`src/rtl/lcd_pkg.sv`:
```
// ---------------------------------------------------------------------------
// lcd_pkg
//   Shared definitions for the HD44780 writer:
//     - FSM state enum and wait-selector enum
//     - HD44780 command constants
//     - power-on init ROM (length, entries, per-entry wait selector)
//     - helper that classifies slow (clear/home) commands
//   Build option: define LCD_NIBBLE_MODE_EN to select the 4-bit bus init
//   sequence; leave it undefined for the 8-bit bus.
// ---------------------------------------------------------------------------
package lcd_pkg;

   typedef enum logic [2:0] {
      ST_PWRUP     = 3'd0,
      ST_INIT_LOAD = 3'd1,
      ST_SETUP     = 3'd2,
      ST_PULSE     = 3'd3,
      ST_HOLD      = 3'd4,
      ST_WAIT      = 3'd5,
      ST_IDLE      = 3'd6
   } lcd_state_t;

   // Which post-write wait applies to a byte.
   typedef enum logic [1:0] {
      WSEL_CMD  = 2'd0,
      WSEL_CLR  = 2'd1,
      WSEL_LONG = 2'd2
   } wait_sel_t;

   localparam logic [7:0] LCD_CLEAR     = 8'h01;
   localparam logic [7:0] LCD_HOME      = 8'h02;
   localparam logic [7:0] LCD_FUNC_8B   = 8'h38;
   localparam logic [7:0] LCD_FUNC_4B   = 8'h28;
   localparam logic [7:0] LCD_DISP_ON   = 8'h0C;
   localparam logic [7:0] LCD_ENTRY_INC = 8'h06;
   localparam logic [7:0] LCD_WAKE      = 8'h30;
   localparam logic [7:0] LCD_WAKE_4B   = 8'h20;

   // Wait after the very first wake-up write (4.1 ms at a 100 us tick).
   localparam int INIT_LONG_TICKS = 41;

   localparam int INIT_IDX_W = 3;

   // single = 1: only the high nibble is sent (one SETUP/PULSE/HOLD triple)
   // even in nibble mode; unused on the 8-bit bus.
   typedef struct packed {
      logic [7:0] data;
      logic       single;
      wait_sel_t  wsel;
   } init_entry_t;

`ifdef LCD_NIBBLE_MODE_EN
   localparam bit LCD_NIBBLE_MODE = 1'b1;
   localparam int INIT_LEN        = 8;

   function automatic init_entry_t init_rom(input logic [INIT_IDX_W-1:0] idx);
      init_entry_t e;
      case (idx)
         3'd0:    e = '{data: LCD_WAKE,      single: 1'b1, wsel: WSEL_LONG};
         3'd1:    e = '{data: LCD_WAKE,      single: 1'b1, wsel: WSEL_CMD};
         3'd2:    e = '{data: LCD_WAKE,      single: 1'b1, wsel: WSEL_CMD};
         3'd3:    e = '{data: LCD_WAKE_4B,   single: 1'b1, wsel: WSEL_CMD};
         3'd4:    e = '{data: LCD_FUNC_4B,   single: 1'b0, wsel: WSEL_CMD};
         3'd5:    e = '{data: LCD_DISP_ON,   single: 1'b0, wsel: WSEL_CMD};
         3'd6:    e = '{data: LCD_CLEAR,     single: 1'b0, wsel: WSEL_CLR};
         default: e = '{data: LCD_ENTRY_INC, single: 1'b0, wsel: WSEL_CMD};
      endcase
      return e;
   endfunction
`else
   localparam bit LCD_NIBBLE_MODE = 1'b0;
   localparam int INIT_LEN        = 7;

   function automatic init_entry_t init_rom(input logic [INIT_IDX_W-1:0] idx);
      init_entry_t e;
      case (idx)
         3'd0:    e = '{data: LCD_WAKE,      single: 1'b0, wsel: WSEL_LONG};
         3'd1:    e = '{data: LCD_WAKE,      single: 1'b0, wsel: WSEL_CMD};
         3'd2:    e = '{data: LCD_WAKE,      single: 1'b0, wsel: WSEL_CMD};
         3'd3:    e = '{data: LCD_FUNC_8B,   single: 1'b0, wsel: WSEL_CMD};
         3'd4:    e = '{data: LCD_DISP_ON,   single: 1'b0, wsel: WSEL_CMD};
         3'd5:    e = '{data: LCD_CLEAR,     single: 1'b0, wsel: WSEL_CLR};
         default: e = '{data: LCD_ENTRY_INC, single: 1'b0, wsel: WSEL_CMD};
      endcase
      return e;
   endfunction
`endif

   // Clear display (0x01) and return home (0x02/0x03) need the long wait.
   function automatic wait_sel_t wait_sel_for(input logic rs, input logic [7:0] data);
      if (!rs && (data == LCD_CLEAR || data == LCD_HOME || data == 8'h03))
         return WSEL_CLR;
      return WSEL_CMD;
   endfunction

endpackage

```
`src/rtl/lcd_tick_timer.sv`:
```
// ---------------------------------------------------------------------------
// lcd_tick_timer
//   Down-counter clocked by clkIn and decremented only on tickIn pulses.
//   A wait of N ticks is started by loading N-1; done is high while the
//   count is 0, so the owner advances on the N-th tick after the load.
//   Ports:
//     clkIn    in  system clock
//     rstIn    in  synchronous active-high reset (count <= RST_VAL)
//     tickIn   in  one-cycle timing enable
//     load     in  load load_val this cycle (overrides the decrement)
//     load_val in  WAIT_W-bit value to load
//     done     out count has reached 0
// ---------------------------------------------------------------------------
module lcd_tick_timer #(
   parameter int                WAIT_W  = 8,
   parameter logic [WAIT_W-1:0] RST_VAL = '0
) (
   input  logic              clkIn,
   input  logic              rstIn,
   input  logic              tickIn,
   input  logic              load,
   input  logic [WAIT_W-1:0] load_val,
   output logic              done
);

   logic [WAIT_W-1:0] count_q;
   logic [WAIT_W-1:0] count_d;

   always_comb begin
      count_d = count_q;
      if (load)
         count_d = load_val;
      else if (tickIn && (count_q != '0))
         count_d = count_q - 1'b1;
   end

   always_ff @(posedge clkIn) begin
      if (rstIn)
         count_q <= RST_VAL;
      else
         count_q <= count_d;
   end

   assign done = (count_q == '0);

endmodule

```
`src/rtl/lcd_hd44780_writer.sv`:
```
// ---------------------------------------------------------------------------
// lcd_hd44780_writer
//   Drives an HD44780 character LCD (write-only). After reset it waits
//   PWRUP_TICKS ticks, plays the init ROM, then accepts command/data bytes
//   on a valid/ready handshake and sequences RS/EN/DATA for each one.
//   All LCD timing is counted in tickIn pulses.
//   Build option: LCD_NIBBLE_MODE_EN selects a 4-bit bus on lcdData[7:4]
//   (each byte sent as two strobes, high nibble first); undefined = 8-bit.
//   Ports:
//     clkIn    in   system clock
//     rstIn    in   synchronous active-high reset
//     tickIn   in   one-cycle timing enable from the clock divider
//     wrValid  in   upstream byte valid
//     wrReady  out  block can accept a byte (high only in IDLE)
//     wrRs     in   0 = command, 1 = data
//     wrData   in   byte to write
//     initDone out  init sequence complete, sticky until reset
//     lcdRs    out  LCD register select
//     lcdRw    out  LCD read/write, always 0
//     lcdEn    out  LCD enable strobe
//     lcdData  out  LCD data bus
// ---------------------------------------------------------------------------
module lcd_hd44780_writer
   import lcd_pkg::*;
#(
   parameter int PWRUP_TICKS = 160,
   parameter int CMD_TICKS   = 1,
   parameter int CLR_TICKS   = 20,
   parameter int WAIT_W      = 8
) (
   input  logic       clkIn,
   input  logic       rstIn,
   input  logic       tickIn,
   input  logic       wrValid,
   output logic       wrReady,
   input  logic       wrRs,
   input  logic [7:0] wrData,
   output logic       initDone,
   output logic       lcdRs,
   output logic       lcdRw,
   output logic       lcdEn,
   output logic [7:0] lcdData
);

   lcd_state_t            state_q, state_d;
   logic [INIT_IDX_W-1:0] idx_q, idx_d;
   logic                  rs_q, rs_d;
   logic [7:0]            data_q, data_d;
   wait_sel_t             wsel_q, wsel_d;
   logic                  single_q, single_d;
   logic                  phase_q, phase_d;
   logic                  init_done_q, init_done_d;
   logic                  wr_ready_q, wr_ready_d;
   logic                  lcd_en_q, lcd_en_d;

   logic                  tmr_load;
   logic [WAIT_W-1:0]     tmr_val;
   logic                  tmr_done;
   logic [WAIT_W-1:0]     wait_val;
   init_entry_t           rom_entry;

   // The power-up wait is preloaded by reset so PWRUP needs no load cycle.
   lcd_tick_timer #(
      .WAIT_W  (WAIT_W),
      .RST_VAL (WAIT_W'(PWRUP_TICKS - 1))
   ) u_timer (
      .clkIn    (clkIn),
      .rstIn    (rstIn),
      .tickIn   (tickIn),
      .load     (tmr_load),
      .load_val (tmr_val),
      .done     (tmr_done)
   );

   assign rom_entry = init_rom(idx_q);

   always_comb begin
      case (wsel_q)
         WSEL_LONG: wait_val = WAIT_W'(INIT_LONG_TICKS - 1);
         WSEL_CLR:  wait_val = WAIT_W'(CLR_TICKS - 1);
         default:   wait_val = WAIT_W'(CMD_TICKS - 1);
      endcase
   end

   // A state "lasts one tick" by loading 0 on entry: done is already true,
   // so the next tickIn edge moves on regardless of where in the tick period
   // the state was entered.
   always_comb begin
      state_d     = state_q;
      idx_d       = idx_q;
      rs_d        = rs_q;
      data_d      = data_q;
      wsel_d      = wsel_q;
      single_d    = single_q;
      phase_d     = phase_q;
      init_done_d = init_done_q;
      tmr_load    = 1'b0;
      tmr_val     = '0;

      case (state_q)
         ST_PWRUP: begin
            if (tickIn && tmr_done)
               state_d = ST_INIT_LOAD;
         end

         // Not tick-gated: fetches the ROM entry in one clock so the
         // following SETUP counts from the next tick like a host write.
         ST_INIT_LOAD: begin
            rs_d     = 1'b0;
            data_d   = rom_entry.data;
            wsel_d   = rom_entry.wsel;
            single_d = rom_entry.single;
            phase_d  = 1'b0;
            tmr_load = 1'b1;
            state_d  = ST_SETUP;
         end

         ST_IDLE: begin
            if (wrValid && wr_ready_q) begin
               rs_d     = wrRs;
               data_d   = wrData;
               wsel_d   = wait_sel_for(wrRs, wrData);
               single_d = 1'b0;
               phase_d  = 1'b0;
               tmr_load = 1'b1;
               state_d  = ST_SETUP;
            end
         end

         ST_SETUP: begin
            if (tickIn && tmr_done) begin
               tmr_load = 1'b1;
               state_d  = ST_PULSE;
            end
         end

         ST_PULSE: begin
            if (tickIn && tmr_done) begin
               tmr_load = 1'b1;
               state_d  = ST_HOLD;
            end
         end

         ST_HOLD: begin
            if (tickIn && tmr_done) begin
               tmr_load = 1'b1;
               if (LCD_NIBBLE_MODE && !single_q && !phase_q) begin
                  // High nibble done; send the low nibble without waiting.
                  phase_d = 1'b1;
                  state_d = ST_SETUP;
               end else begin
                  tmr_val = wait_val;
                  state_d = ST_WAIT;
               end
            end
         end

         ST_WAIT: begin
            if (tickIn && tmr_done) begin
               if (!init_done_q && (idx_q != INIT_IDX_W'(INIT_LEN - 1))) begin
                  idx_d   = idx_q + 1'b1;
                  state_d = ST_INIT_LOAD;
               end else begin
                  init_done_d = 1'b1;
                  state_d     = ST_IDLE;
               end
            end
         end

         default: state_d = ST_PWRUP;
      endcase

      // Registered outputs follow the next state so they change on the
      // same edge as the state they belong to.
      wr_ready_d = (state_d == ST_IDLE);
      lcd_en_d   = (state_d == ST_PULSE);
   end

   always_ff @(posedge clkIn) begin
      if (rstIn) begin
         state_q     <= ST_PWRUP;
         idx_q       <= '0;
         rs_q        <= 1'b0;
         data_q      <= 8'h00;
         wsel_q      <= WSEL_CMD;
         single_q    <= 1'b0;
         phase_q     <= 1'b0;
         init_done_q <= 1'b0;
         wr_ready_q  <= 1'b0;
         lcd_en_q    <= 1'b0;
      end else begin
         state_q     <= state_d;
         idx_q       <= idx_d;
         rs_q        <= rs_d;
         data_q      <= data_d;
         wsel_q      <= wsel_d;
         single_q    <= single_d;
         phase_q     <= phase_d;
         init_done_q <= init_done_d;
         wr_ready_q  <= wr_ready_d;
         lcd_en_q    <= lcd_en_d;
      end
   end

   assign wrReady  = wr_ready_q;
   assign initDone = init_done_q;
   assign lcdRs    = rs_q;
   assign lcdRw    = 1'b0;
   assign lcdEn    = lcd_en_q;
   // In nibble mode the active nibble rides on [7:4]; [3:0] stays 0.
   assign lcdData  = LCD_NIBBLE_MODE ? (phase_q ? {data_q[3:0], 4'h0} : {data_q[7:4], 4'h0})
                                     : data_q;

endmodule

```
`config.mk`:
```
export PLATFORM = sky130hd
export DESIGN_NAME = lcd_hd44780_writer
export DESIGN_NICKNAME = d
export VERILOG_FILES = /design/src/rtl/lcd_pkg.sv /design/src/rtl/lcd_tick_timer.sv /design/src/rtl/lcd_hd44780_writer.sv
export SDC_FILE = /design/constraint.sdc
export NUM_CORES = 1
export LEC_CHECK = 0
export CAP_MARGIN = 20
export CORE_ASPECT_RATIO = 1.5
export CORE_MARGIN = 5
export CORE_UTILIZATION = 35
export DETAILED_ROUTE_END_ITERATION = 16
export GPL_TIMING_DRIVEN = 0
export PLACE_DENSITY = 0.61
export SYNTH_ARGS = -nofsm -noshare
export SYNTH_HDL_FRONTEND = slang
export SYNTH_SLANG_ARGS = --single-unit
```
`constraint.sdc`:
```
create_clock -name clkIn -period 2.01 [get_ports clkIn]
set_input_delay 0.402 -clock clkIn [delete_from_list [all_inputs] [get_ports clkIn]]
set_output_delay 0.402 -clock clkIn [all_outputs]
set_load 0.02 [all_outputs]
```
==> flow_metrics.py <==
metrics = {
    "pwr": {
        "clkPwrFrac_pct": 41.9,
        "p_per_area_mw_per_mm2": 517.6,
        "max-vdd-ir-drop_mv": 0.2453,
        "seq_power_share_pct": 51.3,
        "leakage_uw": 0.0007377,
        "p_int_uw": 863.8,
        "pwr-share-comb_pct": 6.7,
        "switching_power_uw": 234.0,
        "p_sw_share_pct": 21.32,
    },
    "setup_path": {
        "crit_fanout": 10,
        "worstSetupEndpointType": "register",
        "reg2reg_slack_ps": 100,
        "crit_chain": "buf_2 -> nor2_1 -> a32oi_4 -> a21oi_4 -> o21ai_0 -> o21a_1",
        "start_kind": "register",
        "cp-startpoint": "state_q[2]",
        "slowest_stage": "nor2_1",
        "r2r_cells": 6,
        "timing.rr.start": "state_q[2]",
        "critical_path_arrival_ps": 2100,
        "cp.required_ps": 2190,
        "path_class": "register to register",
        "slowest_delay_ps": 480,
    },
    "place": {
        "gp_congestion": 0.7985,
        "dp_slack_ps": -162.1,
        "port_buffers": 24,
        "placed_cells": 280,
        "dp_hpwl_um": 3132,
    },
    "outcome": {
        "outcome": "completed",
    },
    "synthesis": {
        "synth_largest_area_cell": "dfxtp_1",
        "yosysMostFrequentCell": "dfxtp_1",
        "ys.flop_type": "dfxtp_1",
        "syn_area_per_cell_um2": 8.550,
        "synth-seq-area-share_pct": 34.15,
        "ys_warn_count": 0,
        "syn_nets": 212,
        "async_flop_share_pct": 0,
        "ys_seq_elements": 28,
        "syn_inst": 192,
        "synthTopCellsByCount": "dfxtp_1, nor2_1, nand2_1",
        "synth.distinct_cells": 57,
        "synth-edff-count": 0,
        "synthTopCellsByArea": "dfxtp_1, ha_1, nor2_1, a21oi_1, nand2_1",
        "yosysTopAreaCellShare_pct": 34.15,
        "netlist_area_mm2": 0.001642,
    },
    "drt": {
        "dr.pass1.iters": 4,
        "drc": 0,
        "drt_iter0_markers": 51,
        "drtAntennaViolNets": 0,
        "routed_via_density": 5.238,
        "routed_wl_um": 4313,
        "wl_per_cell_um": 15.08,
        "via_count": 1498,
    },
    "final_layout": {
        "final_util_pct": 46.69,
        "drive_gt1_share_pct": 14.86,
        "final_nets": 243,
        "final_cells": 286,
        "syn_to_final_growth_pct": 29.19,
        "diodes": 0,
    },
    "worst_hold_path": {
        "hold_path_class": "register to register",
        "min_from": "wsel_q[1]",
        "hold_depth": 2,
    },
    "floorplanning": {
        "dieArea_mm2": 0.006188,
        "rows": 30,
        "initial_core_util_pct": 36.14,
        "ios": 26,
        "die_w_um": 65.92,
        "design.core.area_mm2": 0.004542,
        "dieHeight_um": 93.88,
    },
    "clock_network": {
        "clk_pin_slew_ps": 100,
        "tritoncts": "yes",
        "clock_path_buffers": 2,
        "cts-root-buf": "clkbuf_8",
        "clk-insertion-delay-late_ps": 280,
        "numCtsBuffers": 3,
        "htreeDepth": 1,
        "postCtsHoldBufs": 0,
        "cts_sinks": 28,
    },
    "grt": {
        "grt_max_degree": 17,
        "grt_antenna_before_repair": 0,
        "overflow": 0,
        "grt_pass1_wl_um": 7113,
        "grt_pass1_vias": 1489,
        "grt_usage_pct": 14.69,
    },
    "timing": {
        "period_needed_ps": 1914,
        "fmax_mhz": 522.3,
        "rsz0062_at_grt": "yes",
        "setup_viol": 0,
        "hold_violations": 0,
        "finalSetupTns_ps": 0,
        "slew_viol_final": 0,
        "post-route-period-util_pct": 95.25,
        "tightest_slew_ps": 596.6,
        "fin_ws_ps": 95.57,
        "max-slew-margin-rel_pct": 60.08,
        "clock_skew_ps": 2.338,
    },
    "run": {
        "maxCapViolations": 0,
    },
}
==> layout make-up <==
type / count / area (um2)
flip-flops and latches: 28 / 563.0
inverters: 9 / 33.78
clock buffers: 3 / 41.29
fillers: 478 / 2421
multi-input cells: 144 / 1061
plain buffers: 11 / 56.30
repair buffers: 26 / 255.2
clock inverters: 1 / 30.03
well taps: 64 / 80.08
==> worst max-delay path, delay by kind of cell (launching register included) <==
family | cells | cell delay (ps)
buffers and inverters | 1 | 170
AND/OR/NAND/NOR | 1 | 480
AO/OA/AOI/OAI | 4 | 850
flip-flops | 1 | 320
==> metrics by stage <==
step	total power, uW	area (um2)	hold slack [ps]
global route	1143	2121	490.4
CTS	1106	2051	462.5
floorplan	608.1	1642	431.9
global placement	646.2	1962	440.5
detailed placement	645.6	1962	449.1
finish	1098	2121	461.5
==> worst paths after layout <==
kind | end
worst min register to register | wsel_q[1]
worst max-delay path | u_timer.count_q[3]
worst min-delay path | wsel_q[1]
worst max register to register | u_timer.count_q[3]
==> cell usage in the layout (no fill, tap or decap), types with 2 or more instances in the layout <==
master / count
dfxtp_1: 26
clkdlybuf4s50_1: 24
nor2_1: 21
nand2_1: 14
a21oi_1: 12
inv_1: 8
nor3_1: 7
clkbuf_1: 6
a211oi_1: 6
ha_1: 6
o21bai_1: 5
xnor2_1: 4
and3_1: 4
a311oi_1: 4
buf_2: 3
nand4_1: 3
and2_1: 3
o21ai_0: 3
nand3_1: 3
buf_4: 3
clkbuf_8: 3
a41oi_1: 2
a21o_1: 2
nor4_1: 2
a31oi_1: 2
mux2i_1: 2
xor2_1: 2
o2bb2ai_1: 2
dfxtp_2: 2
==> power groups by stage <==
stage | Clock, uW | Sequential (uW) | Combinational, uW
after global placement | 0 | 576 | 70.5
after detailed placement | 0 | 576 | 69.9
after floorplan | 0 | 575 | 33.5
after global routing | 498 | 564 | 80.5
after CTS | 472 | 563 | 71.2
final | 460 | 564 | 73.8
==> flip-flops by register name, summed over array words and instances, names as in the netlist <==
name and flops:
lcdData 8, u_timer.count_q 8, idx_q 3, state_q 3, wsel_q 2, initDone 1, lcdEn 1, lcdRs 1
wrReady 1
==> routing by layer <==
metal,vias to the layer above,part of all wire [%],global-route usage [%]
met5,-,0,0
met4,0,1.6,5.190
met3,5,2.6,1.677
met2,25,54,27.03
met1,706,42,16.98
li1,762,-,-
==> cell families after synthesis <==
kind of cell	synth area share, %
DFF	34.15
AOI/OAI and AO/OA	25.38
muxes	2.134
buffers and inverters	5.487
and+or+nand+nor	24.09
adders and majority gates	5.335
xor gates and xnor gates	3.201
other	0.2284
==> repair_timing <==
item,CTS,global route
pin swaps,0,4
buffers inserted,0,2
gates resized for setup,2,13
endpoints found under the setup margin,3,12
(Power assumes the default switching activity.)
